$ cat src/rtl/huffman_flow_ctrl_pkg.sv
// Shared state codes and datapath sizes for the Huffman job sequencer.
package huffman_flow_ctrl_pkg;

  typedef enum logic [2:0] {
    ST_IDLE   = 3'd0,
    ST_COUNT  = 3'd1,
    ST_TREE   = 3'd2,
    ST_CODE   = 3'd3,
    ST_ENCODE = 3'd4,
    ST_DONE   = 3'd5,
    ST_ERR    = 3'd6
  } state_t;

  localparam int NSYM    = 19;
  localparam int NODE_W  = 28;
  localparam int TABLE_W = 130;

  // Stages that wait on a downstream done and are guarded by the watchdog.
  function automatic logic is_wait(input state_t s);
    return (s == ST_COUNT) || (s == ST_TREE) || (s == ST_CODE) || (s == ST_ENCODE);
  endfunction

endpackage

$ cat src/rtl/huffman_flow_ctrl_if.sv
// Control/status bundle between the job sequencer and the Huffman stages.
interface huffman_flow_ctrl_if #(
  parameter int CYC_W = 20
);
  logic             start;
  logic             abort;
  logic             clr_err;
  logic             cnt_done;
  logic             tree_done;
  logic             code_over;
  logic             enc_done;
  logic             cnt_start;
  logic             tree_start;
  logic             tree_over;
  logic             table_load;
  logic             enc_start;
  logic             busy;
  logic             done;
  logic             aborted;
  logic             err;
  logic [2:0]       err_stage;
  logic [CYC_W-1:0] job_cycles;

  modport slave (
    input  start, abort, clr_err, cnt_done, tree_done, code_over, enc_done,
    output cnt_start, tree_start, tree_over, table_load, enc_start,
           busy, done, aborted, err, err_stage, job_cycles
  );

  modport master (
    output start, abort, clr_err, cnt_done, tree_done, code_over, enc_done,
    input  cnt_start, tree_start, tree_over, table_load, enc_start,
           busy, done, aborted, err, err_stage, job_cycles
  );
endinterface

$ cat src/rtl/huffman_flow_ctrl_stage_watchdog.sv
// Per-stage cycle watchdog: counts while enabled, pulses expire at TIMEOUT-1.
module huffman_flow_ctrl_stage_watchdog #(
  parameter int TIMEOUT = 1000,
  parameter int TMO_W   = 16
) (
  input  logic i_clk,
  input  logic i_rst,
  input  logic i_clr,
  input  logic i_en,
  output logic o_expire
);
  localparam logic [TMO_W-1:0] LIMIT = TMO_W'(TIMEOUT - 1);

  logic [TMO_W-1:0] r_cnt;

  always_ff @(posedge i_clk or posedge i_rst) begin
    if (i_rst) begin
      r_cnt <= '0;
    end else if (i_clr) begin
      r_cnt <= '0;
    end else if (i_en) begin
      r_cnt <= r_cnt + 1'b1;
    end
  end

  // A clear in the same cycle means the stage is leaving anyway, so no expiry.
  assign o_expire = i_en & ~i_clr & (r_cnt == LIMIT);

endmodule

$ cat src/rtl/huffman_flow_ctrl.sv
// Huffman job sequencer: strobes each stage in turn, watchdogs the waits, times the job.
module huffman_flow_ctrl
  import huffman_flow_ctrl_pkg::*;
#(
  parameter int TIMEOUT = 1000,
  parameter int TMO_W   = 16,
  parameter int CYC_W   = 20
) (
  input  logic                i_clk,
  input  logic                i_rst,
  huffman_flow_ctrl_if.slave  bus
);
  localparam logic [CYC_W-1:0] CYC_MAX = '1;

  state_t           r_state;
  logic             r_cnt_start, r_tree_start, r_tree_over, r_table_load, r_enc_start;
  logic             r_busy, r_done, r_aborted, r_err;
  logic [2:0]       r_err_stage;
  logic [CYC_W-1:0] r_job_cycles;

  logic w_wait, w_stage_done, w_wd_clr, w_expire;

  function automatic logic [CYC_W-1:0] sat_inc(input logic [CYC_W-1:0] v);
    return (v == CYC_MAX) ? v : v + 1'b1;
  endfunction

  assign w_wait = is_wait(r_state);

  always_comb begin
    w_stage_done = 1'b0;
    case (r_state)
      ST_COUNT:  w_stage_done = bus.cnt_done;
      ST_TREE:   w_stage_done = bus.tree_done;
      ST_CODE:   w_stage_done = bus.code_over;
      ST_ENCODE: w_stage_done = bus.enc_done;
      default:   w_stage_done = 1'b0;
    endcase
  end

  // Every exit from a wait state goes through abort or done; expiry leaves via ERR (not a wait).
  assign w_wd_clr = ~w_wait | bus.abort | w_stage_done;

  huffman_flow_ctrl_stage_watchdog #(
    .TIMEOUT (TIMEOUT),
    .TMO_W   (TMO_W)
  ) u_wdog (
    .i_clk    (i_clk),
    .i_rst    (i_rst),
    .i_clr    (w_wd_clr),
    .i_en     (w_wait),
    .o_expire (w_expire)
  );

  always_ff @(posedge i_clk or posedge i_rst) begin
    if (i_rst) begin
      r_state      <= ST_IDLE;
      r_cnt_start  <= 1'b0;
      r_tree_start <= 1'b0;
      r_tree_over  <= 1'b0;
      r_table_load <= 1'b0;
      r_enc_start  <= 1'b0;
      r_busy       <= 1'b0;
      r_done       <= 1'b0;
      r_aborted    <= 1'b0;
      r_err        <= 1'b0;
      r_err_stage  <= '0;
      r_job_cycles <= '0;
    end else begin
      r_cnt_start  <= 1'b0;
      r_tree_start <= 1'b0;
      r_table_load <= 1'b0;
      r_enc_start  <= 1'b0;
      r_done       <= 1'b0;
      r_aborted    <= 1'b0;
      case (r_state)
        ST_IDLE: begin
          if (bus.start && !bus.abort) begin
            r_state      <= ST_COUNT;
            r_cnt_start  <= 1'b1;
            r_busy       <= 1'b1;
            r_err_stage  <= '0;
            r_job_cycles <= '0;
          end
        end
        ST_COUNT, ST_TREE, ST_CODE, ST_ENCODE: begin
          r_job_cycles <= sat_inc(r_job_cycles);
          if (bus.abort) begin
            r_state     <= ST_IDLE;
            r_aborted   <= 1'b1;
            r_busy      <= 1'b0;
            r_tree_over <= 1'b0;
          end else if (w_stage_done) begin
            case (r_state)
              ST_COUNT: begin
                r_state      <= ST_TREE;
                r_tree_start <= 1'b1;
              end
              ST_TREE: begin
                r_state     <= ST_CODE;
                r_tree_over <= 1'b1;
              end
              ST_CODE: begin
                r_state      <= ST_ENCODE;
                r_table_load <= 1'b1;
                r_enc_start  <= 1'b1;
              end
              default: begin
                r_state <= ST_DONE;
                r_done  <= 1'b1;
              end
            endcase
          end else if (w_expire) begin
            r_state     <= ST_ERR;
            r_err       <= 1'b1;
            r_err_stage <= r_state;
            r_busy      <= 1'b0;
            r_tree_over <= 1'b0;
          end
        end
        ST_DONE: begin
          r_state     <= ST_IDLE;
          r_aborted   <= bus.abort;
          r_busy      <= 1'b0;
          r_tree_over <= 1'b0;
        end
        ST_ERR: begin
          if (bus.clr_err) begin
            r_state <= ST_IDLE;
            r_err   <= 1'b0;
          end
        end
        default: r_state <= ST_IDLE;
      endcase
    end
  end

  assign bus.cnt_start  = r_cnt_start;
  assign bus.tree_start = r_tree_start;
  assign bus.tree_over  = r_tree_over;
  assign bus.table_load = r_table_load;
  assign bus.enc_start  = r_enc_start;
  assign bus.busy       = r_busy;
  assign bus.done       = r_done;
  assign bus.aborted    = r_aborted;
  assign bus.err        = r_err;
  assign bus.err_stage  = r_err_stage;
  assign bus.job_cycles = r_job_cycles;

endmodule

$ cat src/flat_wrapper.sv
// flat-port wrapper written by rule: the top's interface ports become plain ports
module huffman_flow_ctrl_flat import huffman_flow_ctrl_pkg::*;
#(
  parameter int TIMEOUT = 1000,
  parameter int TMO_W   = 16,
  parameter int CYC_W   = 20
)
  (i_clk, i_rst, bus_start, bus_abort, bus_clr_err, bus_cnt_done, bus_tree_done, bus_code_over, bus_enc_done, bus_cnt_start, bus_tree_start, bus_tree_over, bus_table_load, bus_enc_start, bus_busy, bus_done, bus_aborted, bus_err, bus_err_stage, bus_job_cycles);
  huffman_flow_ctrl_if #(.CYC_W(CYC_W)) bus_i ();
  input  logic i_clk;
  input  logic i_rst;
  input wire logic [$bits(bus_i.start)-1:0] bus_start;
  input wire logic [$bits(bus_i.abort)-1:0] bus_abort;
  input wire logic [$bits(bus_i.clr_err)-1:0] bus_clr_err;
  input wire logic [$bits(bus_i.cnt_done)-1:0] bus_cnt_done;
  input wire logic [$bits(bus_i.tree_done)-1:0] bus_tree_done;
  input wire logic [$bits(bus_i.code_over)-1:0] bus_code_over;
  input wire logic [$bits(bus_i.enc_done)-1:0] bus_enc_done;
  output wire logic [$bits(bus_i.cnt_start)-1:0] bus_cnt_start;
  output wire logic [$bits(bus_i.tree_start)-1:0] bus_tree_start;
  output wire logic [$bits(bus_i.tree_over)-1:0] bus_tree_over;
  output wire logic [$bits(bus_i.table_load)-1:0] bus_table_load;
  output wire logic [$bits(bus_i.enc_start)-1:0] bus_enc_start;
  output wire logic [$bits(bus_i.busy)-1:0] bus_busy;
  output wire logic [$bits(bus_i.done)-1:0] bus_done;
  output wire logic [$bits(bus_i.aborted)-1:0] bus_aborted;
  output wire logic [$bits(bus_i.err)-1:0] bus_err;
  output wire logic [$bits(bus_i.err_stage)-1:0] bus_err_stage;
  output wire logic [$bits(bus_i.job_cycles)-1:0] bus_job_cycles;
  assign bus_i.start = bus_start;
  assign bus_i.abort = bus_abort;
  assign bus_i.clr_err = bus_clr_err;
  assign bus_i.cnt_done = bus_cnt_done;
  assign bus_i.tree_done = bus_tree_done;
  assign bus_i.code_over = bus_code_over;
  assign bus_i.enc_done = bus_enc_done;
  assign bus_cnt_start = bus_i.cnt_start;
  assign bus_tree_start = bus_i.tree_start;
  assign bus_tree_over = bus_i.tree_over;
  assign bus_table_load = bus_i.table_load;
  assign bus_enc_start = bus_i.enc_start;
  assign bus_busy = bus_i.busy;
  assign bus_done = bus_i.done;
  assign bus_aborted = bus_i.aborted;
  assign bus_err = bus_i.err;
  assign bus_err_stage = bus_i.err_stage;
  assign bus_job_cycles = bus_i.job_cycles;
  huffman_flow_ctrl #(.TIMEOUT(TIMEOUT), .TMO_W(TMO_W), .CYC_W(CYC_W)) u_core (.i_clk(i_clk), .i_rst(i_rst), .bus(bus_i));
endmodule
$ cat config.mk
export PLATFORM = sky130hd
export DESIGN_NAME = huffman_flow_ctrl_flat
export DESIGN_NICKNAME = d
export VERILOG_FILES = /design/src/rtl/huffman_flow_ctrl_pkg.sv /design/src/rtl/huffman_flow_ctrl_if.sv /design/src/rtl/huffman_flow_ctrl_stage_watchdog.sv /design/src/rtl/huffman_flow_ctrl.sv /design/src/flat_wrapper.sv
export SDC_FILE = /design/constraint.sdc
export NUM_CORES = 1
export LEC_CHECK = 0
export BUFFER_PORTS_ARGS = -buffer_cell sky130_fd_sc_hd__buf_2
export CAP_MARGIN = 10
export CORE_ASPECT_RATIO = 0.9
export CORE_MARGIN = 2
export CORE_UTILIZATION = 57
export DETAILED_ROUTE_END_ITERATION = 8
export GPL_TIMING_DRIVEN = 1
export PLACE_DENSITY = 0.85
export SLEW_MARGIN = 20
export SYNTH_ARGS = -nofsm -noshare
export SYNTH_HDL_FRONTEND = slang
export SYNTH_HIERARCHICAL = 1
export SYNTH_SLANG_ARGS = --single-unit
$ cat constraint.sdc
create_clock -name i_clk -period 4.2 [get_ports i_clk]
set_clock_uncertainty 0.15 [all_clocks]
set_input_delay 0.21 -clock i_clk [delete_from_list [all_inputs] [get_ports i_clk]]
set_output_delay 0.21 -clock i_clk [all_outputs]
set_load 0.01 [all_outputs]
==> flow_summary.yaml <==
outcome:
  status: "finished, final reports clean"
yosys:
  synthArstFlopShare: 1.00
  ys.flop_type: "dfrtp_1"
  synthMuxAreaShare: 0.0184
  synth_adder_area_share: 0.00878
  synthSimpleGateAreaFrac: 0.297
  synth-xor-area-share: 0.0307
  synth_cell_type_count: 55
  ys_ff_latch: 50
  synth_area_mm2: 0.00285
  synth_cells: 315
  syn_area_per_cell_um2: 9.05
  synth_top_family_by_area: "simple AND/OR/NAND/NOR gates"
  ys_warn_count: 6
  synth-seq-area-share: 0.439
  synth_edf_count: 0
  synthesis.nets: 326
  synth_compound_area_frac: 0.165
grt:
  grt_pass1_wl_mm: 11.2
  antenna_found_initial: 0
  grt_usage: 0.249
  grt-ovfl-total: 0
  grt_max_degree: 35
  grt_pass1_vias: 2374
worst_hold_path:
  holdPathStages: 2
  timing.hold.worst.start: "bus_abort"
  hold_class: "in -> reg"
placed_design:
  detailedPlacementHpwl_mm: 4.44
  dp_cells: 409
  portBuffers: 40
  globalplace.congestion: 0.909
  dpl-instance-area_mm2: 0.00308
detailed_routing:
  dr.first_iter.drc_count: 217
  vias: 2606
  drtPass1Iterations: 5
  wl_per_cell_um: 15.6
  vias_per_cell: 6.23
  routed_wl_mm: 6.52
  drcViolationCount: 0
  final_antenna_net_count: 0
critical_path:
  worst-path-stages: 12
  critPathKind: "reg -> reg"
  crit_path_cell_trace: "nor2b_1, a32oi_1, and2_1, nand3_1, nor4_1, nand4_1, nor2_1, nor2_1, o21ai_0, nand2_1, a311oi_1, o21ai_0"
  reg2regPathDepth: 12
  crit_family: "simple AND/OR/NAND/NOR gates"
  slowest_stage: "dfrtp_1"
  r2r-end: "u_core/bus.busy$_DFFE_PP0P_"
  start_kind: "register"
  crit_end: "u_core/bus.busy$_DFFE_PP0P_"
  path_buf_inv: 0
  slowest_delay_ps: 740
  crit_path_end_kind: "register"
  arrival_ps: 3530
  r2r_slack_ps: 700
  r2r-start: "u_core/r_state[2]$_DFFE_PP0P_"
  startpoint: "u_core/r_state[2]$_DFFE_PP0P_"
  cp.required_ps: 4230
  cp_max_fo: 20
cells_and_area:
  final_cells: 418
  final_area_mm2: 0.00319
  final_common_cell: "dfrtp_1"
  drive_gt1_frac: 0.184
  syn_to_final_growth_pct: 11.8
  nets: 363
  num_antenna_cells: 0
  final_cell_mix: "dfrtp_1 (50), buf_2 (40), nor2_1 (29), nand2_1 (28), a21oi_1 (24)"
timing:
  finalSetupViolCount: 0
  fin_hold_ws_ps: 31.5
  rsz0062_at_grt: "false"
  fmax_mhz: 286
  maxSlewViolCount: 0
  worst_slew_pin_slew_ps: 799
  hold_viol: 0
  fin_crit_ps: 3500
  max_slew_margin: 0.464
  tns_ps: 0
  fin_crit_sh: 0.833
floorplan:
  die-area_mm2: 0.00559
  io-pin-count: 41
  die_w_um: 78.6
  die-height_um: 71.1
  rows: 24
  core_area_mm2: 0.00483
  initial_core_util: 0.590
clock_network:
  clk_latency_ps: 310
  clockBufferDepth: 2
  cts_resized: 0
  htreeDepth: 2
  cts.clk_slew.worst_paths_ps: 100
  cts.sinks: 50
  cts_tree: "yes"
  cts_buffers: 5
  cts_root_buf: "clkbuf_8"
power:
  power_leakage_nw: 1.38
  total_power_mw: 1.49
  ir_worst_vdd_uv: 224
  powerDensity_mw_per_mm2: 467
run:
  cap_violations: 0
-- through the flow --
step	worst slack [ps]	util
CTS	774	0.657
finish	703	0.659
detailed placement	843	0.636
global route	347	0.659
global placement	1030	0.636
floorplan	1070	-
-- cell usage after synthesis, types with 9 or more instances --
cell type   n  area, um^2
dfrtp_1    50        1250
nor2_1     29         109
nand2_1    28         105
a21oi_1    24         120
nand3_1    21         105
o31ai_1    16         120
or4_1      14         105
nor3_1     12        60.1
o21ai_0    12        60.1
inv_1       9        33.8
nand4_1     9        56.3
-- cells by family (layout without fill, tap and decap cells) --
kind of cell | Yosys count | after routing
and+or+nand+nor | 152 | 152
muxes | 5 | 5
xor gates and xnor gates | 10 | 10
DFF | 50 | 50
adders and majority gates | 2 | 2
AOI/OAI and AO/OA | 72 | 72
buffers and inverters | 24 | 62
-- worst min-delay path by stage --
stage / endpoint / slack [ps]
6_report: u_core/bus.done$_DFF_PP0_ / 30
3_3_place_gp: u_core/u_wdog/r_cnt[3]$_DFFE_PP0P_ / 170
3_5_place_dp: u_core/u_wdog/r_cnt[3]$_DFFE_PP0P_ / 180
5_1_grt: u_core/bus.done$_DFF_PP0_ / 50
2_1_floorplan: u_core/u_wdog/r_cnt[0]$_DFFE_PP0P_ / -30
4_1_cts: u_core/bus.done$_DFF_PP0_ / 20
-- where the power goes --
part           switching (mW)  total, mW  internal [mW]
clock                   0.163      0.296          0.133
sequential              0.108      0.649          0.541
combinational           0.334      0.544          0.209
total                   0.605       1.49          0.884
-- area by class of cell --
| type | count | area, um^2 |
|---|---|---|
| well taps | 65 | 81.3 |
| clock inverters | 1 | 5.00 |
| flip-flops and latches | 50 | 1250 |
| clock buffers | 7 | 86.3 |
| multi-input cells | 241 | 1490 |
| fillers | 407 | 1650 |
| inverters | 10 | 37.5 |
| repair buffers | 44 | 233 |
-- repair_timing --
item,in CTS,in global routing
hold endpoints to repair,50,0
hold buffers,1,0
setup buffers,0,0
-- worst register-to-register path: cells and delay by family, from the launching register on --
family             cells  cell delay (ps)
DFF                    1              740
and+or+nand+nor        8             1440
AOI/OAI and AO/OA      4             1030
-- metal layers --
metal / vias to the layer above / GRT usage / share of wire
met5: - / 0 / 0
li1: 1255 / - / -
met4: 0 / 0.0760 / 0.015
met2: 91 / 0.387 / 0.47
met3: 10 / 0.0446 / 0.058
met1: 1250 / 0.359 / 0.46
-- state kept, by name, summed over array words and instances (netlist names) --
register and flops:
u_core/bus.job_cycles 20, u_core/bus.aborted 1, u_core/bus.tree_over 1, u_core/bus.cnt_start 1, u_core/u_wdog/r_cnt 16, u_core/r_state 3, u_core/bus.done 1, u_core/bus.tree_start 1
u_core/bus.err 1, u_core/bus.busy 1, u_core/bus.err_stage 3, u_core/bus.enc_start 1
Power figures use the tool's default switching activity.
